==> src/rtl/operand_feeder.sv <==
// Operand feeder for a 4x4 systolic array: stores A and B, then
// streams them as skewed diagonal waves with a fixed step period.
module operand_feeder #(
  parameter int STEP_PERIOD = 12
) (
  input  logic        clk,
  input  logic        rst,
  input  logic        wr_en,
  input  logic        wr_sel,
  input  logic [3:0]  wr_addr,
  input  logic [7:0]  wr_data,
  input  logic        start,
  output logic [31:0] a_out,
  output logic [31:0] b_out,
  output logic        feed_ready,
  output logic [3:0]  wave_idx,
  output logic        busy,
  output logic        done
);

  typedef enum logic [1:0] {
    IDLE,
    ISSUE,
    WAIT,
    FINISH
  } state_t;

  localparam logic [3:0] WAIT_LAST = 4'(STEP_PERIOD - 2);
  localparam logic [3:0] K_LAST    = 4'd9;

  state_t      state_q, state_d;
  logic [3:0]  k_q, k_d;
  logic [3:0]  cnt_q, cnt_d;
  logic [7:0]  a_q [16];
  logic [7:0]  b_q [16];
  logic [31:0] a_wave;
  logic [31:0] b_wave;
  logic        wave_act;

  // Sequencer state, wave index and wait counter
  always_ff @(posedge clk or posedge rst) begin
    if (rst) begin
      state_q <= IDLE;
      k_q     <= '0;
      cnt_q   <= '0;
    end else begin
      state_q <= state_d;
      k_q     <= k_d;
      cnt_q   <= cnt_d;
    end
  end

  // Operand storage; loads only accepted while idle
  always_ff @(posedge clk or posedge rst) begin
    if (rst) begin
      for (int e = 0; e < 16; e++) begin
        a_q[e] <= '0;
        b_q[e] <= '0;
      end
    end else if (wr_en && (state_q == IDLE)) begin
      if (wr_sel) begin
        b_q[wr_addr] <= wr_data;
      end else begin
        a_q[wr_addr] <= wr_data;
      end
    end
  end

  // Next-state: one issue cycle, STEP_PERIOD-1 wait cycles per wave
  always_comb begin
    state_d = state_q;
    k_d     = k_q;
    cnt_d   = cnt_q;
    unique case (state_q)
      IDLE: begin
        if (start) begin
          k_d     = '0;
          state_d = ISSUE;
        end
      end
      ISSUE: begin
        cnt_d   = '0;
        state_d = WAIT;
      end
      WAIT: begin
        if (cnt_q == WAIT_LAST) begin
          if (k_q == K_LAST) begin
            state_d = FINISH;
          end else begin
            k_d     = k_q + 4'd1;
            state_d = ISSUE;
          end
        end else begin
          cnt_d = cnt_q + 4'd1;
        end
      end
      FINISH: begin
        state_d = IDLE;
      end
      default: begin
        state_d = IDLE;
      end
    endcase
  end

  // Diagonal wave selection: row i takes A[i][k-i], col j takes B[k-j][j]
  always_comb begin
    a_wave = '0;
    b_wave = '0;
    for (int i = 0; i < 4; i++) begin
      int d;
      d = int'(k_q) - i;
      if ((d >= 0) && (d <= 3)) begin
        a_wave[i*8 +: 8] = a_q[4'(i*4 + d)];
        b_wave[i*8 +: 8] = b_q[4'(d*4 + i)];
      end
    end
  end

  // Outputs decoded from state; lanes held through the wait window
  always_comb begin
    wave_act   = (state_q == ISSUE) || (state_q == WAIT);
    a_out      = wave_act ? a_wave : '0;
    b_out      = wave_act ? b_wave : '0;
    wave_idx   = k_q;
    feed_ready = (state_q == ISSUE);
    busy       = (state_q != IDLE);
    done       = (state_q == FINISH);
  end

endmodule

==> config.mk <==
export PLATFORM = sky130hd
export DESIGN_NAME = operand_feeder
export DESIGN_NICKNAME = d
export VERILOG_FILES = /design/src/rtl/operand_feeder.sv
export SDC_FILE = /design/constraint.sdc
export NUM_CORES = 1
export LEC_CHECK = 0
export BUFFER_PORTS_ARGS = -buffer_cell sky130_fd_sc_hd__buf_2
export CAP_MARGIN = 5
export CORE_UTILIZATION = 45
export CTS_BUF_LIST = sky130_fd_sc_hd__clkbuf_16
export DETAILED_ROUTE_END_ITERATION = 12
export SYNTH_ARGS = -nofsm -noshare
export SYNTH_HDL_FRONTEND = slang
export SYNTH_SLANG_ARGS = --single-unit
==> constraint.sdc <==
create_clock -name clk -period 20.2 [get_ports clk]
set_input_delay 5.05 -clock clk [delete_from_list [all_inputs] [get_ports clk]]
set_output_delay 5.05 -clock clk [all_outputs]
set_load 0.1 [all_outputs]
==> results of run 1 <==
flip-flops by register name, indices dropped and copies added, names as in the netlist:
register	count
b_q	128
cnt_q	4
wave_idx	4
a_q	128
state_q	2
synth_stat cells, drive strengths merged, types with 2 or more instances:
| cell type | number | share of area [%] |
|---|---|---|
| a2111oi | 7 | 0.56 |
| a21oi | 5 | 0.17 |
| a221o | 2 | 0.15 |
| a22o | 16 | 0.98 |
| a22oi | 4 | 0.21 |
| a31oi | 9 | 0.39 |
| a32o | 5 | 0.35 |
| and3 | 2 | 0.087 |
| buf | 36 | 1.7 |
| clkbuf | 34 | 0.89 |
| dfrtp | 266 | 47 |
| ha | 19 | 1.7 |
| inv | 13 | 0.34 |
| mux2 | 256 | 20 |
| mux2i | 33 | 2.3 |
| mux4 | 85 | 13 |
| nand2 | 66 | 1.7 |
| nand2b | 6 | 0.26 |
| nand3 | 29 | 1.0 |
| nand3b | 2 | 0.10 |
| nor2 | 53 | 1.8 |
| nor2b | 54 | 2.4 |
| nor3 | 3 | 0.17 |
| nor4 | 4 | 0.35 |
| o211ai | 9 | 0.47 |
| o21ai | 11 | 0.38 |
| o22ai | 6 | 0.26 |
| xnor2 | 3 | 0.18 |
metal layers:
| metal | share of wire, % | up-vias |
|---|---|---|
| li1 | - | 4045 |
| met1 | 45 | 4763 |
| met2 | 48 | 167 |
| met3 | 4.4 | 53 |
| met4 | 2.7 | 0 |
| met5 | 0 | - |
worst reg2reg max path, stage by stage (launching register included):
cell	delay, ns
dfrtp_1	0.44
inv_1	0.14
ha_1	0.44
inv_1	0.19
nor2_1	0.22
nand2_1	0.22
nor2_2	0.49
mux2_2	0.40
layout make-up:
class	count	area [um2]
well taps	396	495
clock inverters	23	174
fillers	2718	15000
repair buffers	96	507
clock buffers	30	751
inverters	14	60.1
flip-flops and latches	266	6660
multi-input cells	703	7250
cell families (layout without fill, tap and decap cells):
family	Yosys count	after routing
AO/OA/AOI/OAI	81	81
multiplexers	374	374
buffers and inverters	84	163
flip-flops	266	266
XOR/XNOR	4	4
AND/OR/NAND/NOR	225	225
adder cells (fa/ha/maj)	19	19
power groups by stage:
stage               combinational, mW  clock, mW  sequential (mW)
CTS                              1.04      0.530            0.786
floorplan                       0.838          0            0.763
global placement                 1.02          0            0.791
finish                           1.03      0.516            0.786
detailed placement               1.04          0            0.795
global route                     1.12      0.549            0.808
final timing paths:
check / slack (ns) / end / from
hold / removal: 0.49 / cnt_q[3]$_DFFE_PP0P_ / cnt_q[3]$_DFFE_PP0P_
max in group asynchronous: 13.92 / wave_idx[0]$_DFFE_PP0P_ / rst
hold reg to reg: 0.49 / cnt_q[3]$_DFFE_PP0P_ / cnt_q[3]$_DFFE_PP0P_
setup / recovery: 9.55 / a_out[14] / wave_idx[0]$_DFFE_PP0P_
setup reg to reg: 17.56 / b_q[109]$_DFFE_PP0P_ / state_q[1]$_DFFE_PP0P_
min in group asynchronous: 4.60 / b_q[97]$_DFFE_PP0P_ / rst
metrics by stage:
step	cells	utilization, %	worst slack (ns)	total power, mW
floorplan	1053	-	7.82	1.60
global placement	1474	48.4	10.35	1.81
detailed placement	1475	48.4	10.21	1.84
CTS	1528	51.4	9.59	2.36
global route	1528	51.4	9.11	2.47
finish	1528	51.4	9.55	2.33
==> reports/metrics.yaml, run 1 <==
run_status:
  status: "completed"
floorplan:
  die_y_um: 180
  core_area_um2: 30900
  ios: 88
  start_util_pct: 46.3
  dieArea_um2: 32500
  rows: 64
  die_x_um: 180
synthesis:
  syn-num-nets: 1089
  synth_top_flop_cell: "dfrtp_1"
  synth-compound-area-share_pct: 4.47
  syn_area_um2: 14300
  synthAdderAreaFrac_pct: 1.66
  ys_ff_latch: 266
  synth_xor_area_share_pct: 0.297
  ys_async_sr_fraction_pct: 100
  synth_top_family_by_area: "multiplexers"
  synth-simple-area-share_pct: 8.26
  synth.distinct_cells: 54
  synth-seq-area-share_pct: 46.5
  syn_avg_cell_area_um2: 13.6
  synth_warnings: 0
  synthCells: 1053
  synthMuxAreaShare_pct: 35.8
  synth_edf_count: 0
sta:
  post-route-period-util_pct: 52.7
  timing.fmax_mhz: 93.9
  min_period_ns: 10.65
  hold_viol_final: 0
  setup_tns_ns: 0
  rsz0062_at_grt: "no"
  worstMarginPinSlew_ns: 1.07
  drv_slew: 0
  finalSetupViolations: 0
  hold_ws_ns: 0.490
  slew_headroom_pct: 28.8
  finClkSkew_ns: 0.0234
pwr:
  p_sw_mw: 0.937
  leakage_nw: 7.16
  power_frac_seq_pct: 33.7
  p_int_mw: 1.40
  pwr-share-comb_pct: 44.2
  pwr-share-clk_pct: 22.1
  switching_share_pct: 40.1
  power_density_nw_per_um2: 147
  ir_drop_mv: 0.0910
global_routing:
  grt-ovfl-total: 0
  grt.busiest_layer: "met2"
  grt.met2_usage_pct: 36.5
  grt_pass1_vias: 9469
  use_met1_pct: 32.4
  grt_pass1_wl_um: 57100
  globalRouteMet3Util_pct: 2.81
  grt_usage_pct: 22.7
  grt_max_degree: 125
  antenna_found_initial: 0
worst_setup_path:
  start_kind: "register"
  path_max_fanout: 26
  crit_path_cell_trace: "inv_1 -> ha_1 -> xor2_2 -> inv_2 -> ha_1 -> nor2_1 -> a22o_1 -> nor2_1 -> o211ai_1 -> a2111oi_1 -> buf_2"
  path_delay_family: "compound AO/OA/AOI/OAI gates"
  crit_path_end_kind: "primary output"
  crit_buf_inv: 3
  crit_cells: 11
  arrival_ns: 5.60
  worst_path_max_delay_cell: "a2111oi_1"
  required_ns: 15.15
  timing_worst_setup_path_type: "register to primary output"
  r2r_cells: 7
  slowest_delay_ns: 0.81
hold_path:
  hold-path-cell-count: 1
  hold_class: "register to register"
finish:
  fin_area_um2: 15900
  fin_nets: 1147
  antennaDiodeCount: 0
  syn_to_final_growth_pct: 11.1
  layout_common_cells: "dfrtp_1 (264), mux2_2 (256), buf_2 (87)"
  drive_above_1_share_pct: 45.8
  final_common_cell: "dfrtp_1"
placement:
  hpwlAfterDp_um: 23600
  place.gp.congestion: 0.871
  place_area_um2: 15000
  io_buffer_count: 87
detailed_routing:
  vias_per_cell: 5.91
  ant_nets: 0
  drt-wirelength-per-cell_um: 23.4
  drc: 0
  totalWireLength_um: 35700
  first_pass_iters: 5
  vias: 9028
  drtIter0Drc: 594
clock_tree:
  post_cts_resized: 0
  cts-root-buf: "clkbuf_16"
  clkLatencyLatePin_ns: 0.58
  clk_path_buf_depth: 3
  cts_tree: "built"
  postCtsSetupBuffers: 0
  cts_hold_buf: 0
  cts.sink_count: 266
  clk_pin_slew_ns: 0.06
  h-tree-depth: 1
  cts_made_buffers: 30
flow_run:
  maxCapViolCount: 0
Power figures use the tool's default switching activity.
==> inputs of run 2 (changes only) <==
- ABC_AREA: default -> 1
- clock period: 20.2 -> 9.8 ns (I/O delays scaled with it)
==> run 2 against run 1 <==
Die area decreased by 3.5%. Cell area decreased by 3.8%. Routed wire length increased by 15%. Register-to-register slack got worse by 11 ns. Critical endpoint is now a_out[15].
==> reports/metrics.yaml, run 2 <==
run_status:
  status: "completed"  # unchanged
synthesis:
  ys_ff_latch: 266  # unchanged
  syn_area_um2: 13800  # was 14300 um2
  yosysTopAreaCellShare_pct: 48.2  # was 46.5%
  synth_edf_count: 0  # unchanged
  synth_top_flop_cell: "dfrtp_1"  # unchanged
  synth.distinct_cells: 31  # was 54
  synth_warnings: 0  # unchanged
  synth-seq-area-share_pct: 48.2  # was 46.5%
  synth.most_common_cell: "nand2_1"  # was dfrtp_1
  ys_async_sr_fraction_pct: 100  # unchanged
  syn_avg_cell_area_um2: 7.73  # was 13.6 um2
  ys_top_cells_by_count: "nand2_1 (499), o21ai_0 (312), dfrtp_1 (266), nand3_1 (235), nor2_1 (125)"  # was dfrtp_1 (266), mux2_2 (256), mux4_2 (85), nand2_1 (66), nor2b_1 (54)
  synthCells: 1785  # was 1053
  syn-num-nets: 1821  # was 1089
  yosysTopAreaCell: "dfrtp_1"  # unchanged
  synthTopCellsByArea: "dfrtp_1 (48%), nand2_1 (14%), o21ai_0 (11%)"  # was dfrtp_1 (47%), mux2_2 (20%), mux4_2 (13%)
global_routing:
  grt_usage_pct: 26.9  # was 22.7%
  grt_pass1_wl_um: 66200  # was 57100 um
  grt_pass1_vias: 11600  # was 9469
  grt-ovfl-total: 0  # unchanged
  antenna_found_initial: 1  # was 0
  grt_max_degree: 163  # was 125
finish:
  fin_area_um2: 15300  # was 15900 um2
  largestRegisters: "a_q: 128 flops, b_q: 128 flops"  # unchanged
  layout_common_cells: "nand2_1 (499), o21ai_0 (312), dfrtp_1 (265)"  # was dfrtp_1 (264), mux2_2 (256), buf_2 (87)
  fin_nets: 1823  # was 1147
  final_common_cell: "nand2_1"  # was dfrtp_1
  num-fill-cells: 2980  # was 2718
  syn_to_final_growth_pct: 10.8  # was 11.1%
  drive_above_1_share_pct: 10.4  # was 45.8%
floorplan:
  ios: 88  # unchanged
  die_x_um: 177  # was 180 um
  start_util_pct: 46.2  # was 46.3%
  dieArea_um2: 31400  # was 32500 um2
  core_area_um2: 29900  # was 30900 um2
  rows: 63  # was 64
  die_y_um: 177  # was 180 um
sta:
  slew_headroom_pct: 21.5  # was 28.8%
  rsz0062_at_grt: "no"  # unchanged
  finalSetupViolations: 0  # unchanged
  post-route-period-util_pct: 76.3
  hold_viol_final: 0  # unchanged
  worstMarginPinSlew_ns: 1.18  # was 1.07 ns
  setup_tns_ns: 0  # unchanged
  min_period_ns: 7.48
  worst_slack_ns: 2.32  # was 9.55 ns
  drv_slew: 0  # unchanged
  finClkSkew_ns: 0.0138  # was 0.0234 ns
  timing.fmax_mhz: 134
placement:
  hpwlAfterDp_um: 26100  # was 23600 um
  place_area_um2: 14200  # was 15000 um2
  io_buffer_count: 87  # unchanged
  dp_slack_ns: 2.94  # was 10.21 ns
  place.gp.congestion: 0.948  # was 0.871
pwr:
  leakage_nw: 7.17  # was 7.16 nW
  power_density_nw_per_um2: 360  # was 147 nW/um2
  ir_drop_mv: 0.653  # was 0.0910 mV
worst_setup_path:
  start_kind: "register"  # unchanged
  required_ns: 7.35  # was 15.15 ns
  crit_path_end_kind: "primary output"  # unchanged
  arrival_ns: 5.03  # was 5.60 ns
  timing_worst_setup_path_type: "register to primary output"  # unchanged
  path_max_fanout: 79  # was 26
clock_tree:
  clk_pin_slew_ns: 0.06  # about the same
  h-tree-depth: 1  # unchanged
  cts_made_buffers: 30  # unchanged
  cts.sink_count: 266  # unchanged
  post_cts_resized: 0  # unchanged
  postCtsSetupBuffers: 0  # unchanged
  cts_tree: "built"  # unchanged
  cts_hold_buf: 0  # unchanged
  cts-root-buf: "clkbuf_16"  # unchanged
  clk_path_buf_depth: 3  # unchanged
  clkLatencyLatePin_ns: 0.57  # was 0.58 ns
detailed_routing:
  first_pass_iters: 5  # unchanged
  drc: 0  # unchanged
  vias_per_cell: 5.64  # was 5.91
  drt-wirelength-per-cell_um: 18.7  # was 23.4 um
  vias: 12400  # was 9028
  drtIter0Drc: 1226  # was 594
  totalWireLength_um: 41200  # was 35700 um
  ant_nets: 0  # unchanged
hold_path:
  hold_class: "register to register"  # unchanged
flow_run:
  maxCapViolCount: 0  # unchanged
==> run 2: cell types whose count changed after synthesis, sizes merged, moves of 40 or more <==
cell,delta
buf,+42
inv,+52
mux4,-85
o21ai,+329
nor2,+74
nand3,+206
nand2,+440
a21oi,+40
nor2b,-54
mux2,-256
==> run 2: path summary, 6_finish.rpt <==
| kind | endpoint | start | cells past startpoint | slack (ns) |
|---|---|---|---|---|
| worst max register to register | wave_idx[1]$_DFFE_PP0P_ | wave_idx[0]$_DFFE_PP0P_ | 5 | 6.69 |
| worst min-delay path | b_q[9]$_DFFE_PP0P_ | b_q[9]$_DFFE_PP0P_ | 2 | 0.48 |
| min in group asynchronous | cnt_q[3]$_DFFE_PP0P_ | rst | 2 | 1.99 |
| max in group asynchronous | a_q[18]$_DFFE_PP0P_ | rst | 3 | 6.42 |
| worst min register to register | b_q[9]$_DFFE_PP0P_ | b_q[9]$_DFFE_PP0P_ | 2 | 0.48 |
| worst max-delay path | a_out[15] | wave_idx[0]$_DFFE_PP0P_ | 10 | 2.32 |
==> run 2: kinds of logic after synthesis <==
logic type               Yosys count  share of synthesized area (%)
buffers and inverters            194                           6.55
AO/OA/AOI/OAI                    427                           16.9
AND/OR/NAND/NOR                  876                           26.4
adder cells (fa/ha/maj)           19                           1.72
flip-flops                       266                           48.2
XOR/XNOR                           3                          0.190
==> run 2: critical path, stage by stage (launching register included) <==
cell and delay [ns]:
dfrtp_4 0.76, inv_4 0.70, ha_2 0.43, inv_2 0.71
buf_4 0.44, nand2_1 0.09, nand3_1 0.10, o21ai_1 0.07
nand2_1 0.55, nor2_1 0.13, buf_2 0.33
==> run 2: metrics by stage <==
step           util (%)  power [mW]  hold slack [ns]  cells
2_1_floorplan         -        3.61            0.448   1785
3_3_place_gp       47.5        4.22            0.461   2145
3_5_place_dp       47.5        4.24            0.468   2145
4_1_cts            51.2        5.50            0.483   2201
5_1_grt            51.2        5.83            0.500   2201
6_report           51.2        5.51            0.479   2203
==> run 2: where the power goes <==
| group | switching, mW | total [mW] | internal, mW |
|---|---|---|---|
| sequential | 0.191 | 1.57 | 1.38 |
| clock | 0.489 | 1.26 | 0.770 |
| combinational | 2.02 | 2.68 | 0.667 |
==> run 2: metal layers <==
metal,GRT usage (%),vias to the layer above,share of wire (%)
li1,-,5965,-
met1,39.7,5979,47
met2,41.7,402,45
met3,2.86,68,5.4
met4,7.40,0,2.6
met5,0,-,0
==> run 2: cell type report <==
class                           instances  area, um2  share of cell area (%)
Sequential cell                       266       6660                    43.6
Clock inverter                         26        350                    2.29
Clock buffer                           30        751                    4.91
Timing Repair Buffer                   99        538                    3.52
Tap cell                              390        488                    3.19
Multi-Input combinational cell       1325       6240                    40.8
Antenna cell                            2       5.00                  0.0327
Inverter                               65        254                    1.66
